--- src/rtl/pll_reconfig_ctrl.sv ---
// PLL divider reprogramming sequencer: reset pulse, lock wait, stability qualification, bounded retry.
// Optional macro PLL_CTRL_AUTO_RELOCK_EN restarts the current profile after a sustained loss of lock.
module pll_reconfig_ctrl #(
  parameter int          RST_CYCLES    = 16,
  parameter int          LOCK_TIMEOUT  = 4096,
  parameter int          STABLE_CYCLES = 64,
  parameter int          MAX_RETRY     = 3,
  parameter logic [17:0] PROF0         = 18'h0,
  parameter logic [17:0] PROF1         = 18'h0,
  parameter logic [17:0] PROF2         = 18'h0,
  parameter logic [17:0] PROF3         = 18'h0
) (
  input  logic       clkin,
  input  logic       reset,
  input  logic       req,
  input  logic [1:0] prof_sel,
  input  logic       lock,
  output logic       pll_reset,
  output logic [5:0] idsel,
  output logic [5:0] fbdsel,
  output logic [5:0] odsel,
  output logic       busy,
  output logic       done,
  output logic       err,
  output logic [1:0] cur_prof
);
  // state     | meaning
  // HOLD_RST  | pll_reset high, divider codes already applied and held
  // WAIT_LOCK | waiting for lock_s, timeout counter running
  // STABLE    | lock_s high, qualifying for STABLE_CYCLES consecutive cycles
  // LOCKED    | profile good, accepting requests
  // ERROR     | all attempts failed, accepting requests
  typedef enum logic [2:0] {HOLD_RST, WAIT_LOCK, STABLE, LOCKED, ERROR} state_t;

  localparam int RW = $clog2(RST_CYCLES + 1);
  localparam int TW = $clog2(LOCK_TIMEOUT + 1);
  localparam int SW = $clog2(STABLE_CYCLES + 1);
  localparam int AW = $clog2(MAX_RETRY + 1);
  localparam logic [RW-1:0] RST_LAST = RW'(RST_CYCLES - 1);
  localparam logic [RW-1:0] RST_MAX  = RW'(RST_CYCLES);
  localparam logic [TW-1:0] TO_LAST  = TW'(LOCK_TIMEOUT - 1);
  localparam logic [TW-1:0] TO_MAX   = TW'(LOCK_TIMEOUT);
  localparam logic [SW-1:0] STB_LAST = SW'(STABLE_CYCLES - 1);
  localparam logic [SW-1:0] STB_MAX  = SW'(STABLE_CYCLES);
  localparam logic [AW-1:0] AT_MAX   = AW'(MAX_RETRY);

  state_t        state, state_nxt;
  logic          lock_m, lock_s;
  logic [RW-1:0] rst_cnt;
  logic [TW-1:0] to_cnt;
  logic [SW-1:0] stb_cnt;
  logic [AW-1:0] attempt;
  logic [17:0]   codes, sel_code;
  logic          accept, fail, relock;

`ifdef PLL_CTRL_AUTO_RELOCK_EN
  logic [1:0] lol_cnt;

  // consecutive lock_s=0 cycles while LOCKED
  always_ff @(posedge clkin) begin
    if (reset || state != LOCKED || lock_s) lol_cnt <= 2'd0;
    else if (lol_cnt != 2'd3)               lol_cnt <= lol_cnt + 2'd1;
  end
`endif

  always_comb begin
    sel_code = PROF0;
    case (prof_sel)
      2'd1:    sel_code = PROF1;
      2'd2:    sel_code = PROF2;
      2'd3:    sel_code = PROF3;
      default: sel_code = PROF0;
    endcase
  end

  always_comb begin
    state_nxt = state;
    accept    = 1'b0;
    fail      = 1'b0;
    relock    = 1'b0;
    case (state)
      HOLD_RST:  if (rst_cnt == RST_LAST) state_nxt = WAIT_LOCK;
      WAIT_LOCK: begin
        if (lock_s)                 state_nxt = STABLE;
        else if (to_cnt == TO_LAST) fail = 1'b1;
      end
      STABLE: begin
        if (!lock_s)                 state_nxt = WAIT_LOCK;
        else if (stb_cnt == STB_LAST) state_nxt = LOCKED;
      end
      LOCKED: begin
        if (req) accept = 1'b1;
`ifdef PLL_CTRL_AUTO_RELOCK_EN
        else if (!lock_s && lol_cnt == 2'd3) relock = 1'b1;
`else
        // loss of lock is ignored here until the next request
`endif
      end
      ERROR:   if (req) accept = 1'b1;
      default: state_nxt = HOLD_RST;
    endcase
    if (fail) state_nxt = (attempt < AT_MAX) ? HOLD_RST : ERROR;
    if (accept || relock) state_nxt = HOLD_RST;
  end

  always_ff @(posedge clkin) begin
    if (reset) begin
      state    <= HOLD_RST;
      lock_m   <= 1'b0;
      lock_s   <= 1'b0;
      rst_cnt  <= '0;
      to_cnt   <= '0;
      stb_cnt  <= '0;
      attempt  <= AW'(1);
      codes    <= PROF0;
      cur_prof <= 2'd0;
      done     <= 1'b0;
    end else begin
      lock_m <= lock;
      lock_s <= lock_m;
      state  <= state_nxt;
      done   <= (state_nxt == LOCKED) && (state != LOCKED);

      if (accept) begin
        codes    <= sel_code;
        cur_prof <= prof_sel;
        attempt  <= AW'(1);
      end else if (relock) begin
        attempt <= AW'(1);
      end else if (fail && attempt < AT_MAX) begin
        attempt <= attempt + AW'(1);
      end

      if (state == HOLD_RST && state_nxt == HOLD_RST) begin
        if (rst_cnt != RST_MAX) rst_cnt <= rst_cnt + RW'(1);
      end else begin
        rst_cnt <= '0;
      end

      // timeout spans the whole attempt, including returns from STABLE
      if (state_nxt == HOLD_RST)                                 to_cnt <= '0;
      else if (state == WAIT_LOCK && !lock_s && to_cnt != TO_MAX) to_cnt <= to_cnt + TW'(1);

      if (state == STABLE && state_nxt == STABLE) begin
        if (stb_cnt != STB_MAX) stb_cnt <= stb_cnt + SW'(1);
      end else begin
        stb_cnt <= '0;
      end
    end
  end

  assign pll_reset = (state == HOLD_RST);
  assign busy      = (state != LOCKED) && (state != ERROR);
  assign err       = (state == ERROR);
  assign idsel     = codes[17:12];
  assign fbdsel    = codes[11:6];
  assign odsel     = codes[5:0];

endmodule
--- config.mk ---
export PLATFORM = sky130hd
export DESIGN_NAME = pll_reconfig_ctrl
export DESIGN_NICKNAME = d
export VERILOG_FILES = /design/src/rtl/pll_reconfig_ctrl.sv
export SDC_FILE = /design/constraint.sdc
export NUM_CORES = 1
export LEC_CHECK = 0
export CAP_MARGIN = 30
export CORE_AREA = 2 2 74 76
export DETAILED_ROUTE_END_ITERATION = 16
export DIE_AREA = 0 0 76 78
export GPL_ROUTABILITY_DRIVEN = 0
export SYNTH_ARGS = -nofsm -noshare
export SYNTH_HDL_FRONTEND = slang
export SYNTH_SLANG_ARGS = --single-unit
--- constraint.sdc ---
create_clock -name clkin -period 6.3 [get_ports clkin]
set_input_delay 1.26 -clock clkin [delete_from_list [all_inputs] [get_ports clkin]]
set_output_delay 1.26 -clock clkin [all_outputs]
set_load 0.01 [all_outputs]
==> results of run 1 <==
## cells by family (layout without fill, tap and decap cells)
family                     count (synthesis)  in the layout  share of synthesized area (%)
muxes                                      5              5                          2.649
xor gates and xnor gates                  19             19                          8.808
AOI/OAI and AO/OA                         28             28                          9.339
and+or+nand+nor                           83             83                          25.83
DFF                                       35             35                          37.09
buffers and inverters                     36             30                          10.79
other                                      1             18                         0.1985
adders and majority gates                  8              8                          5.298
## layer usage
| metal | global-route usage [%] | wire length (µm) | up-vias |
|---|---|---|---|
| li1 | - | - | 738 |
| met1 | 16.56 | 1619 | 668 |
| met2 | 20.36 | 1515 | 30 |
| met3 | 3.488 | 134 | 6 |
| met4 | 3.818 | 39 | 0 |
| met5 | 0 | 0 | - |
## report_power, final
part           leakage [nW]  internal (mW)  switching (mW)
clock network        0.0581          0.118          0.0840
registers             0.283          0.223         0.00213
logic                 0.408        0.00639          0.0101
total                 0.749          0.348          0.0962
## worst reg2reg max path, stage by stage, from the launching register on
cell	delay, ns
dfxtp_1	0.59
or4b_4	0.62
or4_4	0.62
nand4_1	0.40
a22oi_1	0.17
## cell usage in the layout (no fill, tap or decap), drive strengths merged, types with 2 or more instances in the layout
cell and instances:
o21ai 2, nor2 12, ha 8, clkinv 2, nand3b 3, a21oi 17
nand4b 2, and4b 2, nand4 4, xnor2 17, dfxtp 35, clkdlybuf4s50 11
nor4 8, nand3 8, nand2 9, and3 6, xor2 2, or3 2
nor2b 4, conb 18, nor3 14, nor4b 3, clkbuf 5, mux2i 5
inv 10
## worst max-delay path by stage
stage                      to  slack [ns]
floorplan                busy        3.83
global placement    to_cnt[2]        2.79
detailed placement  to_cnt[2]        2.96
CTS                      busy        3.06
global route             busy        3.00
finish                   busy        3.06
## flip-flops by register name, summed over array words and instances (netlist names)
name and cells:
to_cnt 13, stb_cnt 7, rst_cnt 5, state 3, attempt 2, cur_prof 2
done 1, lock_m 1, lock_s 1
## cell type report
| type | instances | area (µm²) | share of cell area (%) |
|---|---|---|---|
| inverter | 10 | 37.54 | 1.784 |
| timing repair buffer | 12 | 117.6 | 5.589 |
| clock buffer | 5 | 68.82 | 3.270 |
| sequential | 35 | 700.7 | 33.29 |
| multi-input combinational | 161 | 1049 | 49.82 |
| tap | 70 | 87.58 | 4.162 |
| clock inverter | 3 | 43.79 | 2.081 |
==> metrics.txt, run 1 <==
final antenna-violating net count 0; slowest CP cell dfxtp_1; setup TNS 0 ns; Die ar. 5928 µm²; reg2reg setup slack 3.78 ns; Die Wd 76 µm; Max FO, Critical Path 11; wire per inst 11.18 µm; Synth cell types 41; chip height 78 µm; Synth area leaders dfxtp_1 (37%), xnor2_1 (7.9%), buf_4 (7.2%), ha_1 (5.3%), a21oi_1 (4.5%); clk_skew 0.008116 ns; Worst slew margin 58.81%; instance area at placement 1992 µm²; synth warn 0; global-route wire length before repair 6.134 mm; Commonest cells post-synth dfxtp_1 (35), buf_4 (18), a21oi_1 (17), xnor2_1 (17), nor3_1 (14); cell taking the most area after synthesis dfxtp_1; Final nets 239; pin count of the biggest net entering global routing 16; Worst setup startpoint state[2]; # clock sinks 35; most frequent cell after synthesis dfxtp_1; I/O pin count 30; number of fill cells 531; post-synthesis async set-or-reset flop share 0%; CP Depth 3; sequential-to-total area share from yosys stat 37.09%; Pwr Total 443.8 µW; postcts setup bufs 0; worst min path class reg -> reg; core area 5042 µm²; Final setup viols 0; Worst Path Arrival 1.98 ns; hold_buf cts 0; hold path depth 1; Main synth FF type dfxtp_1; Final Hold Vio Count 0; Reg clk slew, reported paths 0.07 ns; Design Area, Final 2105 µm²; r2r endpoint to_cnt[2]; Starting Density 37.47%; cell area after synthesis 1889 µm²; worst-margin pin slew 0.6132 ns; port bufs 11; largest stage delay on the critical path 0.52 ns; total number of vias 1442; Max-Cap Viols 0; Max Slew Vio Count 0; Synth top area share 37.09%; 1st-iter DRT viols 76; hold worst-path end lock_s; DRT Wirelength 3.308 mm; Overall Global Routing Usage 12.64%; Leak 0.7487 nW; Rows 26; worst hold start lock_m; pre-CTS setup slack 2.961 ns; Period Utilization, post-route 51.40%; H-tree Lvls 2; Tmin final 3.238 ns; Vias per Instance 4.872; status completed; fin worst setup slack 3.062 ns; Peak VDD IR 125.0 µV; Pre-antenna DRT Iters 4; Top delay family on crit path simple AND/OR/NAND/NOR gates; Worst Path Required 5.04 ns; hold slack 0.4513 ns; Yosys reg bits 35; DP HPWL 2.374 mm; critical-path cell list or3b_2 > and2_1 > clkdlybuf4s50_1; Worst Path Buf+Inv 1; fin util 41.74%; number of global-route vias before repair 1358; Layout Cells excl Fill 296; Worst R2R Path Depth 4; Inst Count DP 288; layout cells sized above 1 7.080%; clock buffer count from CTS 5; critical path class reg -> out; Root Buffer clkbuf_8; RSZ-0062 raised after global routing no; initial antenna violation count 0; post-synthesis average cell area 8.787 µm²; Post-Synthesis Cells 215; Area Overhead vs Synth 11.39%; Peak Freq 0.3088 GHz; CTS tree yes; pwr dens 210.9 nW/µm²; reg2reg start state[0]; Critical Path Source Type register; Max Buffers Root-to-Sink 2; Antenna diodes 0; DRC 0; Worst-Skew Late Latency 0.29 ns; Post-synth EDFFs 0; Crit. End Element primary output; number of gates resized after cts 0; Remaining Overflow, GRT 0
Power figures use the tool's default switching activity.
==> inputs of run 2 (changes only) <==
==> constraint.sdc (replaced) <==
create_clock -name clkin -period 2.9 [get_ports clkin]
set_input_delay 0.58 -clock clkin [delete_from_list [all_inputs] [get_ports clkin]]
set_output_delay 0.58 -clock clkin [all_outputs]
set_load 0.01 [all_outputs]
==> run 2 against run 1 <==
Against the previous run: clock skew down 0.0039 ns; utilization down 0.099 points; critical path depth unchanged; power up 110%; die area unchanged.
==> metrics.txt, run 2 (synthesis results as in run 1) <==
hold_buf cts 0; clk_skew 0.004215 ns; wire per inst 11.51 µm; Peak Freq 0.3934 GHz; met1 Usage GRT 15.83%; Worst Path Required 2.32 ns; core area 5042 µm²; Rows 26; Largest Register to_cnt; # clock sinks 35; Max-Cap Viols 0; Max Slew Vio Count 0; setup TNS 0 ns; Remaining Overflow, GRT 0; met2 Track Usage GR 20.09%; Reg clk slew, reported paths 0.07 ns; Worst slew margin 59.94%; number of gates resized after cts 0; Die ar. 5928 µm²; H-tree Lvls 2; Max FO, Critical Path 11; Critical Path Source Type register; Area Overhead vs Synth 11.13%; Max Buffers Root-to-Sink 2; critical path class reg -> out; Antenna diodes 0; I/O pin count 30; layout cells sized above 1 7.048%; Pre-antenna DRT Iters 4; number of fill cells 516; max FFs per register 13; Overall Global Routing Usage 12.59%; CTS tree yes; RSZ-0062 raised after global routing no; Worst-Skew Late Latency 0.28 ns; pwr dens 434.5 nW/µm²; pre-CTS setup slack 0.5469 ns; fin worst setup slack 0.3583 ns; grt met3 use 4.419%; commonest non-fill, non-tap cell in the layout dfxtp_1; number of global-route vias before repair 1299; DRC 0; final antenna-violating net count 0; status completed; Period Utilization, post-route 87.65%; port bufs 11; global route hottest layer met2; chip height 78 µm; Peak VDD IR 233.4 µV; Worst Path Arrival 1.96 ns; worst-margin pin slew 0.5964 ns; 1st-iter DRT viols 73; Sequential Area 700.7 µm²; Crit. End Element primary output; Die Wd 76 µm; Final nets 240; Final Hold Vio Count 0; total number of vias 1428; Root Buffer clkbuf_8; DRT Wirelength 3.418 mm; worst min path class reg -> reg; Vias per Instance 4.808; clock buffer count from CTS 5; postcts setup bufs 0; Leak 0.7462 nW; DP HPWL 2.488 mm; Final setup viols 0; pin count of the biggest net entering global routing 16; most frequent cells in the layout dfxtp_1 (35), conb_1 (18), a21oi_1 (17), xnor2_1 (17), nor3_1 (14); global-route wire length before repair 6.030 mm; multi-input logic area 1049 µm²; initial antenna violation count 0; Starting Density 37.47%; top flop regs to_cnt (13), stb_cnt (7), rst_cnt (5); Tmin final 2.542 ns
[run 2: changes by cell type in the layout (fill, tap and decap cells not counted)]
cell / previous run / this run
bufinv_16: 1 / 0
clkbuf_1: 0 / 1
clkbuf_8: 5 / 7
clkinv_2: 1 / 0
buf_4: 1 / 2
clkinv_4: 1 / 0
[run 2: final cells by class]
class / count / area share [%]
clock buffers: 8 / 4.768
flip-flops and latches: 35 / 33.37
repair buffers: 13 / 5.959
multi-input cells: 161 / 49.94
well taps: 70 / 4.172
inverters: 10 / 1.788
[run 2: power breakdown]
group | internal [mW] | total, mW | switching [mW]
combinational | 0.0140 | 0.0364 | 0.0223
clock | 0.217 | 0.386 | 0.169
sequential | 0.486 | 0.490 | 0.00432
total | 0.716 | 0.912 | 0.196
[run 2: worst paths after layout]
kind	start	end	slack (ns)	cells past startpoint
max	state[2]	busy	0.36	3
min	lock_m	lock_s	0.44	1
max reg2reg	state[0]	rst_cnt[2]	0.52	4
min reg2reg	lock_m	lock_s	0.44	1
[run 2: critical path, cell delays in order (launching register included)]
cell and delay [ns]:
dfxtp_1 0.52, or3b_2 0.51, and2_1 0.17, clkdlybuf4s50_1 0.47
[run 2: metal layers]
metal | share of wire (%) | vias to the layer above
met5 | 0 | -
met4 | 1.4 | 0
met3 | 5.0 | 6
met2 | 45 | 29
met1 | 49 | 651
li1 | - | 742
[run 2: stage by stage]
stage / cell area [µm²] / power [mW] / utilization (%) / instances / hold WS [ns]
3_3_place_gp: 1999 / 0.5370 / 39.65 / 289 / 0.4181
5_1_grt: 2100 / 0.9504 / 41.64 / 297 / 0.4579
2_1_floorplan: 1953 / 0.5438 / - / 232 / 0.4138
3_5_place_dp: 1999 / 0.5370 / 39.65 / 289 / 0.4301
4_1_cts: 2100 / 0.9253 / 41.64 / 297 / 0.4456
6_report: 2100 / 0.9122 / 41.64 / 297 / 0.4425
==> inputs of run 3 (changes only) <==
==> constraint.sdc (replaced) <==
create_clock -name clkin -period 2.43 [get_ports clkin]
set_input_delay 0.486 -clock clkin [delete_from_list [all_inputs] [get_ports clkin]]
set_output_delay 0.486 -clock clkin [all_outputs]
set_load 0.01 [all_outputs]
==> run 3 against run 2 <==
Against the previous run: sequential power increased by 19%; die area unchanged; sequential share of layout area decreased by 0.18 points; utilization increased by 0.45 points; worst setup slack got worse by 0.24 ns; sequential cell count unchanged; critical path depth unchanged; count of clock-buffer cells in the layout decreased by 1; global-route usage about the same; power increased by 13%.
==> metrics.txt, run 3 (synthesis results as in run 1) <==
pin count of the biggest net entering global routing 15; DRC 0; largest stage delay on the critical path 0.48 ns; clock buffer count from CTS 5; number of global-route vias before repair 1260; Pre-antenna DRT Iters 4; Worst Path Arrival 1.82 ns; port bufs 11; Final nets 245; Root Buffer clkbuf_8; Rows 26; Worst Path Required 1.94 ns; DP HPWL 2.480 mm; Crit. End Element primary output; top flop regs to_cnt (13), stb_cnt (7), rst_cnt (5); worst-margin pin slew 0.6494 ns; Die Wd 76 µm; Final setup viols 0; Critical Path Source Type register; most frequent cells in the layout dfxtp_1 (34), conb_1 (18), a21oi_1 (17), xnor2_1 (17), nor3_1 (14); Max FO, Critical Path 11; Worst slew margin 56.38%; RSZ-0062 raised after global routing no; global-route wire length before repair 5.982 mm; critical-path cell list or3b_2 > and2_1 > clkdlybuf4s50_1; DRT Wirelength 3.537 mm; CTS tree yes; critical path class reg -> out; setup TNS 0 ns; core area 5042 µm²; Die ar. 5928 µm²; final antenna-violating net count 0; H-tree Lvls 2; postcts setup bufs 0; 1st-iter DRT viols 49; # clock sinks 35; layout cells sized above 1 9.052%; Final Hold Vio Count 0; wire per inst 11.71 µm; commonest non-fill, non-tap cell in the layout dfxtp_1; Antenna diodes 0; Max Slew Vio Count 0; Reg clk slew, reported paths 0.07 ns; Top delay family on crit path simple AND/OR/NAND/NOR gates; Vias per Instance 4.834; Leak 0.7618 nW; status completed; total number of vias 1460; hold slack 0.4357 ns; Peak VDD IR 274.9 µV; worst min path class reg -> reg; pwr dens 486.7 nW/µm²; Worst-Skew Late Latency 0.29 ns; slowest CP cell or3b_2; Max-Cap Viols 0; Max Buffers Root-to-Sink 2; Starting Density 37.47%; Remaining Overflow, GRT 0; initial antenna violation count 0; Worst Path Buf+Inv 1; Overall Global Routing Usage 12.62%; Area Overhead vs Synth 12.32%; max FFs per register 13; Period Utilization, post-route 95.07%; clk_skew 0.008603 ns; Tmin final 2.310 ns; Peak Freq 0.4328 GHz; Largest Register to_cnt; chip height 78 µm; I/O pin count 30; hold_buf cts 0
run 3: path summary, 6_finish.rpt:
kind,depth (start not counted),from,slack [ns],to
setup / recovery,3,state[2],0.12,busy
hold reg to reg,1,lock_m,0.44,lock_s
setup reg to reg,4,state[0],0.27,rst_cnt[2]
hold / removal,1,lock_m,0.44,lock_s
run 3: per-stage QoR:
| step | setup slack [ns] | power (mW) | util, % | instance area (µm²) | instances |
|---|---|---|---|---|---|
| floorplan | 0.4441 | 0.6489 | - | 1953 | 232 |
| global placement | 0.2736 | 0.6413 | 40.40 | 2037 | 294 |
| detailed placement | 0.2496 | 0.6422 | 40.40 | 2037 | 294 |
| CTS | 0.06794 | 1.050 | 42.03 | 2120 | 302 |
| global route | 0.03019 | 1.089 | 42.08 | 2122 | 302 |
| finish | 0.1197 | 1.033 | 42.08 | 2122 | 302 |
run 3: report_power, final:
group / switching, mW / leakage, nW / internal [mW]
Combinational: 0.0267 / 0.436 / 0.0179
Sequential: 0.00501 / 0.284 / 0.578
Clock: 0.204 / 0.0422 / 0.201
Total: 0.235 / 0.762 / 0.797
run 3: routing by layer:
metal | track usage [%] | part of all wire [%]
met1 | 16.55 | 48
met2 | 18.75 | 46
met3 | 4.767 | 5.1
met4 | 4.909 | 1.0
met5 | 0 | 0
run 3: layout make-up:
cell class | instances | area, µm²
clock inverter | 1 | 5.005
multi-input combinational | 161 | 1049
timing repair buffer | 18 | 162.7
clock buffer | 7 | 76.32
inverter | 10 | 37.54
fill | 516 | 2920
sequential | 35 | 704.4
tap | 70 | 87.58
run 3: worst register-to-register path, stage by stage, from the launching register on:
cell and delay, ns:
dfxtp_1 0.47, or4b_4 0.52, or4_4 0.60, o211a_4 0.28
nor4_2 0.23
run 3: repair_timing:
item,CTS,global route
endpoints found under the hold margin,0,0
gates resized for setup,1,1
pin swaps,0,0
cloned,0,0
endpoints found under the setup margin,1,1
